$ cat src/rtl/trivium_byte_sequencer.sv
// Byte feeder/collector for the trivium lite core; define TRIV_SEQ_STATS_EN for a saturating delivered-byte counter.
// Pop-to-out_valid is 10 cycles; in_ready = !full; a result arriving while out_valid is stalled is dropped and flagged.

module trivium_seq_fifo #(
   parameter int DEPTH = 4,
   parameter int W     = 8
) (
   input  logic         clk,
   input  logic         rst_n,
   input  logic         flush,
   input  logic         push,
   input  logic [W-1:0] push_dat,
   input  logic         pop,
   output logic [W-1:0] head_dat,
   output logic         empty,
   output logic         full_nxt
);
   localparam int AW = $clog2(DEPTH);

   logic [W-1:0]  mem_q [DEPTH];
   logic [AW-1:0] wr_ptr_q, wr_ptr_d, rd_ptr_q, rd_ptr_d;
   logic [AW:0]   cnt_q, cnt_d;

   always_comb begin
      wr_ptr_d = wr_ptr_q;
      rd_ptr_d = rd_ptr_q;
      cnt_d    = cnt_q;
      if (flush) begin
         wr_ptr_d = '0;
         rd_ptr_d = '0;
         cnt_d    = '0;
      end else begin
         if (push) wr_ptr_d = wr_ptr_q + AW'(1);
         if (pop)  rd_ptr_d = rd_ptr_q + AW'(1);
         case ({push, pop})
            2'b10:   cnt_d = cnt_q + (AW+1)'(1);
            2'b01:   cnt_d = cnt_q - (AW+1)'(1);
            default: cnt_d = cnt_q;
         endcase
      end
   end

   always_ff @(posedge clk or negedge rst_n) begin
      if (!rst_n) begin
         wr_ptr_q <= '0;
         rd_ptr_q <= '0;
         cnt_q    <= '0;
      end else begin
         wr_ptr_q <= wr_ptr_d;
         rd_ptr_q <= rd_ptr_d;
         cnt_q    <= cnt_d;
      end
   end

   // Storage needs no reset: cnt_q alone decides what is valid.
   always_ff @(posedge clk) begin
      if (push) mem_q[wr_ptr_q] <= push_dat;
   end

   assign head_dat = mem_q[rd_ptr_q];
   assign empty    = (cnt_q == '0);
   assign full_nxt = (cnt_d == (AW+1)'(DEPTH));
endmodule

module trivium_byte_sequencer #(
   parameter int FIFO_DEPTH = 4
) (
   input  logic        clk,
   input  logic        rst_n,
   input  logic        start_i,
   input  logic [7:0]  seed_i,
   input  logic        stop_i,
   input  logic [7:0]  in_data,
   input  logic        in_valid,
   output logic        in_ready,
   output logic [7:0]  out_data,
   output logic        out_valid,
   input  logic        out_ready,
   output logic [7:0]  core_data_o,
   output logic [7:0]  core_ctrl_o,
   input  logic [7:0]  core_result_i,
   output logic        busy_o,
   output logic        overflow_o,
   output logic [15:0] byte_cnt_o
);
   typedef enum logic [2:0] {
      ST_IDLE  = 3'd0,
      ST_SEED  = 3'd1,
      ST_RUN   = 3'd2,
      ST_STOP  = 3'd3,
      ST_DRAIN = 3'd4
   } state_t;

   state_t     state_q, state_d;
   logic [2:0] win_cnt_q, win_cnt_d;
   logic       hold_vld_q, hold_vld_d;
   logic       prev_vld_q, prev_vld_d;
   logic [7:0] core_data_q, core_data_d;
   logic [7:0] core_ctrl_q, core_ctrl_d;
   logic [7:0] out_dat_q, out_dat_d;
   logic       out_vld_q, out_vld_d;
   logic       ovf_q, ovf_d;
   logic       in_rdy_q, in_rdy_d;
   logic       busy_q, busy_d;

   logic       fifo_push, fifo_pop, fifo_flush, fifo_empty, fifo_full_nxt;
   logic [7:0] fifo_head;

   assign fifo_push = in_valid && in_rdy_q;

   trivium_seq_fifo #(.DEPTH(FIFO_DEPTH), .W(8)) u_fifo (
      .clk      (clk),
      .rst_n    (rst_n),
      .flush    (fifo_flush),
      .push     (fifo_push),
      .push_dat (in_data),
      .pop      (fifo_pop),
      .head_dat (fifo_head),
      .empty    (fifo_empty),
      .full_nxt (fifo_full_nxt)
   );

   always_comb begin
      state_d     = state_q;
      win_cnt_d   = win_cnt_q;
      hold_vld_d  = hold_vld_q;
      prev_vld_d  = prev_vld_q;
      core_data_d = core_data_q;
      core_ctrl_d = 8'h00;
      out_dat_d   = out_dat_q;
      out_vld_d   = out_vld_q;
      ovf_d       = ovf_q;
      fifo_pop    = 1'b0;
      fifo_flush  = 1'b0;

      if (out_vld_q && out_ready) out_vld_d = 1'b0;

      case (state_q)
         ST_IDLE: begin
            if (start_i && seed_i != 8'h00 && seed_i != 8'hFF) begin
               state_d     = ST_SEED;
               core_ctrl_d = seed_i;
            end
         end
         ST_SEED: begin
            win_cnt_d = 3'd0;
            state_d   = ST_RUN;
         end
         ST_RUN: begin
            if (stop_i) begin
               state_d     = ST_STOP;
               core_ctrl_d = 8'hFF;
            end else begin
               win_cnt_d = win_cnt_q + 3'd1;
               if (win_cnt_q == 3'd0) begin
                  prev_vld_d = hold_vld_q;
                  if (!fifo_empty) begin
                     fifo_pop    = 1'b1;
                     core_data_d = fifo_head;
                     hold_vld_d  = 1'b1;
                  end else begin
                     core_data_d = 8'h00;
                     hold_vld_d  = 1'b0;
                  end
               end
               // Core result from the previous window settled at the last win_cnt==7 edge.
               if (win_cnt_q == 3'd1 && prev_vld_q) begin
                  if (!out_vld_q || out_ready) begin
                     out_dat_d = core_result_i;
                     out_vld_d = 1'b1;
                  end else begin
                     ovf_d = 1'b1;
                  end
               end
            end
         end
         ST_STOP: begin
            fifo_flush  = 1'b1;
            hold_vld_d  = 1'b0;
            prev_vld_d  = 1'b0;
            win_cnt_d   = 3'd0;
            core_data_d = 8'h00;
            state_d     = ST_DRAIN;
         end
         ST_DRAIN: state_d = ST_IDLE;
         default:  state_d = ST_IDLE;
      endcase

      in_rdy_d = !fifo_full_nxt;
      busy_d   = (state_d != ST_IDLE);
   end

   always_ff @(posedge clk or negedge rst_n) begin
      if (!rst_n) begin
         state_q     <= ST_IDLE;
         win_cnt_q   <= 3'd0;
         hold_vld_q  <= 1'b0;
         prev_vld_q  <= 1'b0;
         core_data_q <= 8'h00;
         core_ctrl_q <= 8'h00;
         out_dat_q   <= 8'h00;
         out_vld_q   <= 1'b0;
         ovf_q       <= 1'b0;
         in_rdy_q    <= 1'b0;
         busy_q      <= 1'b0;
      end else begin
         state_q     <= state_d;
         win_cnt_q   <= win_cnt_d;
         hold_vld_q  <= hold_vld_d;
         prev_vld_q  <= prev_vld_d;
         core_data_q <= core_data_d;
         core_ctrl_q <= core_ctrl_d;
         out_dat_q   <= out_dat_d;
         out_vld_q   <= out_vld_d;
         ovf_q       <= ovf_d;
         in_rdy_q    <= in_rdy_d;
         busy_q      <= busy_d;
      end
   end

   assign in_ready    = in_rdy_q;
   assign out_data    = out_dat_q;
   assign out_valid   = out_vld_q;
   assign core_data_o = core_data_q;
   assign core_ctrl_o = core_ctrl_q;
   assign busy_o      = busy_q;
   assign overflow_o  = ovf_q;

`ifdef TRIV_SEQ_STATS_EN
   logic [15:0] byte_cnt_q, byte_cnt_d;

   always_comb begin
      byte_cnt_d = byte_cnt_q;
      if (out_vld_q && out_ready && byte_cnt_q != 16'hFFFF) byte_cnt_d = byte_cnt_q + 16'd1;
   end

   always_ff @(posedge clk or negedge rst_n) begin
      if (!rst_n) byte_cnt_q <= 16'h0000;
      else        byte_cnt_q <= byte_cnt_d;
   end

   assign byte_cnt_o = byte_cnt_q;
`else
   assign byte_cnt_o = 16'h0000;
`endif
endmodule

$ cat config.mk
export PLATFORM = sky130hd
export DESIGN_NAME = trivium_byte_sequencer
export DESIGN_NICKNAME = d
export VERILOG_FILES = /design/src/rtl/trivium_byte_sequencer.sv
export SDC_FILE = /design/constraint.sdc
export NUM_CORES = 1
export LEC_CHECK = 0
export CORE_UTILIZATION = 56
export CTS_BUF_LIST = sky130_fd_sc_hd__clkbuf_8
export CTS_CLUSTER_DIAMETER = 50
export DETAILED_ROUTE_END_ITERATION = 16
export GPL_TIMING_DRIVEN = 0
export PLACE_DENSITY = 0.95
export SLEW_MARGIN = 40
export SYNTH_ARGS = -nofsm -noshare
export SYNTH_HDL_FRONTEND = slang
export SYNTH_SLANG_ARGS = --single-unit
export TNS_END_PERCENT = 100
$ cat constraint.sdc
create_clock -name clk -period 5.4 [get_ports clk]
set_clock_uncertainty 0.05 [all_clocks]
set_input_delay 1.35 -clock clk [delete_from_list [all_inputs] [get_ports clk]]
set_output_delay 1.35 -clock clk [all_outputs]
set_load 0.005 [all_outputs]
==> impl_metrics.env, run 1 <==
export IMPL_switching_power_uw=591
export IMPL_wl_met3_um=339
export IMPL_sequentialPowerShare_pct=43.4
export IMPL_fp_row_count=27
export IMPL_io_pins=74
export IMPL_finalCriticalPeriod_ns=3.96
export IMPL_wirelength_um=5740
export IMPL_critical_path_required_ns=5.62
export IMPL_pwr_share_comb_pct=36.1
export IMPL_synth_cells=219
export IMPL_power_density_nw_per_um2=481
export IMPL_start_util_pct=58.1
export IMPL_tightest_slew_ns=0.810
export IMPL_cts_post_setup_buffers_inserted=0
export IMPL_fin_setup_tns_ns=0
export IMPL_dp_slack_ns=1.09
export IMPL_dp_hpwl_um=4080
export IMPL_drt_pass1_iter_count=4
export IMPL_drt_iter0_markers=86
export IMPL_path_max_fanout=10
export IMPL_cp_slowest_cell="nor3b_1"
export IMPL_yosys_warnings=0
export IMPL_synth_most_common_cell="dfrtp_1"
export IMPL_root_buffer="clkbuf_8"
export IMPL_cp_cell_sequence="clkdlybuf4s50_1 > nor3b_1 > and3_1 > buf_2 > ha_1 > inv_1 > fa_1 > xor2_1 > or3_1 > a21oi_1"
export IMPL_max_clock_freq_mhz=252
export IMPL_grt_start_max_net_pins=44
export IMPL_drt_wirelength_per_cell_um=15.2
export IMPL_synth_top_cell_by_area="dfrtp_1"
export IMPL_crit_type="in2reg"
export IMPL_dp_cells=363
export IMPL_hold_worst_slack_ns=0.411
export IMPL_coreArea_um2=5540
export IMPL_drt_met1_wl_um=2360
export IMPL_crit_end="u_fifo.cnt_q[2]$_DFF_PN0_"
export IMPL_syn_area_um2=3220
export IMPL_synth_edf_count=32
export IMPL_period_share_pct=73.4
export IMPL_synth_seq_cells=75
export IMPL_ys_seq_area_share_pct=63.2
export IMPL_post_cts_resized=0
export IMPL_hold_viol=0
export IMPL_ant_nets=0
export IMPL_setup_ws_ns=1.44
export IMPL_cts_tree="yes"
export IMPL_p_total_uw=1990
export IMPL_drv_slew=0
export IMPL_avgSynthCellArea_um2=14.7
export IMPL_wl_met2_um=2960
export IMPL_ir_drop_mv=0.229
export IMPL_netlist_area_leader_share_pct=33.4
export IMPL_rrSetupSlack_ns=2.33
export IMPL_p_leak_uw=0.00181
export IMPL_path_clk_slew_ns=0.07
export IMPL_synth_cell_types=46
export IMPL_r2r_end="u_fifo.cnt_q[2]$_DFF_PN0_"
export IMPL_internal_power_uw=1400
export IMPL_fp_dieH_um=77.8
export IMPL_cpPeakStageDelay_ns=0.49
export IMPL_clk_path_buf_depth=2
export IMPL_slew_headroom_pct=45.6
export IMPL_maxCapViolations=0
export IMPL_cts_buffers=9
export IMPL_crit_path_start_kind="input pin"
export IMPL_vias=2007
export IMPL_drive_gt1_share_pct=17.3
export IMPL_dr_max_layer_used="met4"
export IMPL_clkPwrFrac_pct=20.5
export IMPL_r2r_start="win_cnt_q[0]$_DFFE_PN0P_"
export IMPL_cts_hold_buf=0
export IMPL_synthTopCellsByArea="dfrtp_1 (33%), edfxtp_1 (30%), mux4_2 (5.6%)"
export IMPL_syn2layout_area_growth_pct=28.2
export IMPL_nets=341
export IMPL_viasPerCell=5.30
export IMPL_synth_flop_cell="dfrtp_1"
export IMPL_place_port_buffers=57
export IMPL_htree_num_levels=3
export IMPL_place_congestion=0.769
export IMPL_detail_route_drc_violations=0
export IMPL_finalNonFillerCells=379
export IMPL_async_flop_share_pct=57.3
export IMPL_status="finished, final reports clean"
export IMPL_setup_viol=0
export IMPL_fillers=358
export IMPL_die_w_um=77.8
export IMPL_cts_sinks=75
export IMPL_die_area_um2=6060
export IMPL_synthTopCellsByCount="dfrtp_1 (43), edfxtp_1 (32), buf_4 (16)"
export IMPL_cp_end_kind="flip-flop"
export IMPL_grt_pass1_vias=2032
export IMPL_hold_class="reg2reg"
export IMPL_grt_pass1_wl_um=9430
export IMPL_crit_arrival_ns=4.19
export IMPL_antenna_found_initial=0
export IMPL_rsz0062_at_grt="no"
export IMPL_reg2reg_depth=11
export IMPL_switching_share_pct=29.8
export IMPL_grt_use_total_pct=20.8
export IMPL_overflow=0
export IMPL_clkLatencyLatePin_ns=0.34
export IMPL_critPathLaunch="stop_i"
export IMPL_diodes=0
==> cell families after synthesis <==
family | count (synthesis) | share of synthesized area [%]
muxes | 18 | 9.01
buffers and inverters | 32 | 5.94
other | 1 | 0.116
AOI/OAI and AO/OA | 32 | 7.23
xor gates and xnor gates | 6 | 2.10
DFF | 75 | 63.2
and+or+nand+nor | 46 | 8.62
adders and majority gates | 9 | 3.73
==> worst min path at each step <==
stage | startpoint | end | cells after the start
after floorplan | hold_vld_q$_DFFE_PN0P_ | hold_vld_q$_DFFE_PN0P_ | 1
after global placement | overflow_o$_DFFE_PN0P_ | overflow_o$_DFFE_PN0P_ | 1
after detailed placement | overflow_o$_DFFE_PN0P_ | overflow_o$_DFFE_PN0P_ | 1
after CTS | overflow_o$_DFFE_PN0P_ | overflow_o$_DFFE_PN0P_ | 1
after global routing | overflow_o$_DFFE_PN0P_ | overflow_o$_DFFE_PN0P_ | 1
final | overflow_o$_DFFE_PN0P_ | overflow_o$_DFFE_PN0P_ | 1
==> critical path: cells and delay by family <==
family / cells / cell delay [ns]
simple gates: 3 / 1.06
buf+inv: 3 / 0.81
fa+ha+maj: 2 / 0.66
xor+xnor: 1 / 0.17
compound gates: 1 / 0.14
==> final cells by class <==
type	count	area (um^2)	share of cell area, %
Clock inverter	6	48.8	1.18
Clock buffer	10	138	3.33
Buffer	23	158	3.82
Inverter	9	33.8	0.818
Multi-Input combinational cell	127	1050	25.6
Sequential cell	75	2040	49.3
Tap cell	72	90.1	2.18
Timing Repair Buffer	57	568	13.8
==> layer usage <==
layer	GRT usage [%]	vias to the layer above
li1	-	940
met1	24.7	992
met2	35.4	65
met3	6.47	10
met4	7.74	0
met5	0	-
==> power by group through the flow <==
stage	sequential [uW]	combinational, uW	clock [uW]
2_1_floorplan	864	416	0
3_3_place_gp	862	682	0
3_5_place_dp	874	715	0
4_1_cts	863	722	409
5_1_grt	882	785	433
6_report	862	717	407
==> stage by stage <==
stage,area (um^2),utilization [%]
6_report,4130,74.5
5_1_grt,4130,74.5
4_1_cts,4120,74.4
3_5_place_dp,3940,71.0
3_3_place_gp,3940,71.1
2_1_floorplan,3280,-
==> cells in the final DEF (no fill, tap or decap), types with 2 or more instances in the layout <==
cell type	instances
a21o_1	10
mux4_2	8
buf_4	17
nand3b_1	3
nor2b_1	3
xnor2_1	3
nand4_1	2
buf_2	2
a21oi_1	5
nand3_1	3
mux2_2	8
nor3b_1	2
nand2_1	6
clkinv_1	3
conb_1	16
clkdlybuf4s50_1	56
dfrtp_1	43
or3_1	2
inv_1	11
and3_1	5
o21ai_0	2
clkbuf_8	10
mux2i_1	2
a22o_1	8
ha_1	8
buf_1	2
edfxtp_1	32
xor2_1	2
or4_1	2
nor2_1	10
==> state kept, by name, summed over array words and instances, names as in the netlist <==
register / cells
u_fifo.rd_ptr_q: 2
overflow_o: 1
hold_vld_q: 1
u_fifo.cnt_q: 3
out_data: 8
win_cnt_q: 3
busy_o: 1
prev_vld_q: 1
out_valid: 1
core_ctrl_o: 8
u_fifo.wr_ptr_q: 2
state_q: 3
u_fifo.mem_q: 32
in_ready: 1
core_data_o: 8
(Power assumes the default switching activity.)
==> run 2, diff against run 1 <==
--- a/config.mk
+++ b/config.mk
@@ -5,12 +5,12 @@
 export SDC_FILE = /design/constraint.sdc
 export NUM_CORES = 1
 export LEC_CHECK = 0
-export CORE_UTILIZATION = 56
+export CORE_UTILIZATION = 47
 export CTS_BUF_LIST = sky130_fd_sc_hd__clkbuf_8
 export CTS_CLUSTER_DIAMETER = 50
 export DETAILED_ROUTE_END_ITERATION = 16
 export GPL_TIMING_DRIVEN = 0
-export PLACE_DENSITY = 0.95
+export PLACE_DENSITY = 0.91
 export SLEW_MARGIN = 40
 export SYNTH_ARGS = -nofsm -noshare
 export SYNTH_HDL_FRONTEND = slang
==> constraint.sdc (replaced) <==
create_clock -name clk -period 3.2 [get_ports clk]
set_clock_uncertainty 0.05 [all_clocks]
set_input_delay 0.8 -clock clk [delete_from_list [all_inputs] [get_ports clk]]
set_output_delay 0.8 -clock clk [all_outputs]
set_load 0.005 [all_outputs]
==> run 2 against run 1 <==
Compared with the run above: the run now ends with design-rule violations left; die area increased by 19%; core utilization is 11 points lower; via count down 0.45%; first-iteration DRC count up 14%; final area grew 0.18%; hold slack worse by 0.023 ns; clock-buffer cell count unchanged; register-to-register slack worse by 1.9 ns; clock power up 49%; flip-flop and latch count stayed put.
==> impl_metrics.env, run 2 (same netlist as run 1, synthesis figures left out) <==
export IMPL_violations="design-rule violations"
export IMPL_setup_ws_ns=0.374
export IMPL_grt_pass1_wl_um=9830
export IMPL_grt_use_total_pct=18.2
export IMPL_dp_slack_ns=-0.519
export IMPL_cp_slowest_cell="fa_1"
export IMPL_cp_buffers_inverters=3
export IMPL_crit_type="in2reg"
export IMPL_die_area_um2=7190
export IMPL_hold_class="in2async"
export IMPL_cp_end_kind="flip-flop"
export IMPL_grt_pass1_vias=2083
export IMPL_grt_start_max_net_pins=44
export IMPL_crit_family="simple AND/OR/NAND/NOR gates"
export IMPL_overflow=0
export IMPL_start_util_pct=49.6
export IMPL_fillers=477
export IMPL_drt_pass1_iter_count=13
export IMPL_crit_path_start_kind="input pin"
export IMPL_reg2reg_depth=10
export IMPL_cts_hold_buf=0
export IMPL_place_port_buffers=57
export IMPL_r2r_end="u_fifo.cnt_q[2]$_DFF_PN0_"
export IMPL_vias=1998
export IMPL_clk_path_buf_depth=2
export IMPL_root_buffer="clkbuf_8"
export IMPL_final_common_cell="clkdlybuf4s50_1"
export IMPL_crit_arrival_ns=3.05
export IMPL_drv_slew=0
export IMPL_syn2layout_area_growth_pct=28.4
export IMPL_final_cell_mix="clkdlybuf4s50_1 (55), dfrtp_1 (43), edfxtp_1 (32), buf_4 (19), conb_1 (16)"
export IMPL_cts_tree="yes"
export IMPL_antenna_found_initial=0
export IMPL_max_clock_freq_mhz=354
export IMPL_ir_drop_mv=0.592
export IMPL_viasPerCell=5.20
export IMPL_path_max_fanout=10
export IMPL_status="complete, but fails checks"
export IMPL_slew_headroom_pct=52.3
export IMPL_cp_cell_sequence="dlymetal6s2s_1 > nor3b_4 > and3_1 > buf_4 > ha_1 > inv_1 > fa_1 > xor2_1 > or3_1 > a21oi_1"
export IMPL_drive_gt1_share_pct=18.9
export IMPL_path_clk_slew_ns=0.07
export IMPL_power_density_nw_per_um2=796
export IMPL_fp_row_count=29
export IMPL_io_pins=74
export IMPL_setup_viol=0
export IMPL_drt_iter0_markers=98
export IMPL_maxCapViolations=0
export IMPL_clkLatencyLatePin_ns=0.34
export IMPL_coreArea_um2=6490
export IMPL_dp_hpwl_um=4070
export IMPL_regMostFlops="u_fifo.mem_q"
export IMPL_p_total_uw=3290
export IMPL_ant_nets=0
export IMPL_rrSetupSlack_ns=0.39
export IMPL_tightest_slew_ns=0.715
export IMPL_finalCriticalPeriod_ns=2.83
export IMPL_drt_wirelength_per_cell_um=15.3
export IMPL_rsz0062_at_grt="no"
export IMPL_r2r_start="state_q[2]$_DFF_PN0_"
export IMPL_die_w_um=84.8
export IMPL_cpPeakStageDelay_ns=0.41
export IMPL_p_leak_uw=0.00182
export IMPL_fp_dieH_um=84.8
export IMPL_detail_route_drc_violations=10
export IMPL_diodes=0
export IMPL_htree_num_levels=3
export IMPL_critical_path_required_ns=3.42
export IMPL_hold_worst_slack_ns=0.387
export IMPL_largest_reg_flops=32
export IMPL_nets=342
export IMPL_place_congestion=0.746
export IMPL_cts_sinks=75
export IMPL_period_share_pct=88.3
export IMPL_wirelength_um=5890
export IMPL_cts_buffers=9
export IMPL_hold_viol=0
## run 2: changes by cell type in the layout (fill, tap and decap cells not counted), sizes merged
cell | before | now
bufinv | 1 | 0
dlymetal6s2s | 0 | 1
buf | 22 | 23
clkdlybuf4s50 | 56 | 55
## run 2: worst max path at each step
stage | slack, ns | to | startpoint | depth (start not counted)
5_1_grt | 0.16 | u_fifo.cnt_q[2]$_DFF_PN0_ | state_q[1]$_DFF_PN0_ | 10
2_1_floorplan | 0.34 | u_fifo.cnt_q[2]$_DFF_PN0_ | stop_i | 9
6_report | 0.37 | u_fifo.cnt_q[2]$_DFF_PN0_ | stop_i | 10
3_5_place_dp | -0.52 | u_fifo.cnt_q[2]$_DFF_PN0_ | stop_i | 10
4_1_cts | 0.05 | u_fifo.cnt_q[2]$_DFF_PN0_ | stop_i | 10
3_3_place_gp | -0.44 | u_fifo.cnt_q[2]$_DFF_PN0_ | stop_i | 10
## run 2: routing by layer
layer,part of all wire (%),wire length (um),global-route usage [%]
met1,40,2360,21.9
met2,52,3060,30.7
met3,6.2,363,4.62
met4,1.7,101,9.09
met5,0,0,0
## run 2: where the power goes
group | switching, uW | leakage (uW) | total, uW | internal (uW)
Clock | 318 | 0.0000943 | 606 | 288
Sequential | 142 | 0.000857 | 1460 | 1310
Combinational | 540 | 0.000867 | 1230 | 690
Total | 1000 | 0.00182 | 3290 | 2290
## run 2: timing repair
action | CTS | global route
setup buffers | 0 | 1
setup endpoints to repair | 2 | 2
pin swaps | 0 | 1
resized for setup | 2 | 2
## run 2: cell type report
class	count	area, um^2	share of cell area (%)
Inverter	9	33.8	0.817
Multi-Input combinational cell	127	1070	25.9
Sequential cell	75	2040	49.3
Timing Repair Buffer	58	578	14.0
Buffer	23	160	3.87
Clock buffer	10	138	3.33
Tap cell	77	96.3	2.33
Clock inverter	5	22.5	0.545
## run 2: per-stage QoR
step | util [%] | instance area [um^2] | setup TNS [ns] | std cells
after floorplan | - | 3280 | 0 | 234
after global placement | 60.7 | 3940 | -1.05 | 368
after detailed placement | 60.7 | 3940 | -1.21 | 368
after CTS | 63.3 | 4110 | 0 | 383
after global routing | 63.7 | 4140 | 0 | 384
final | 63.7 | 4140 | 0 | 384
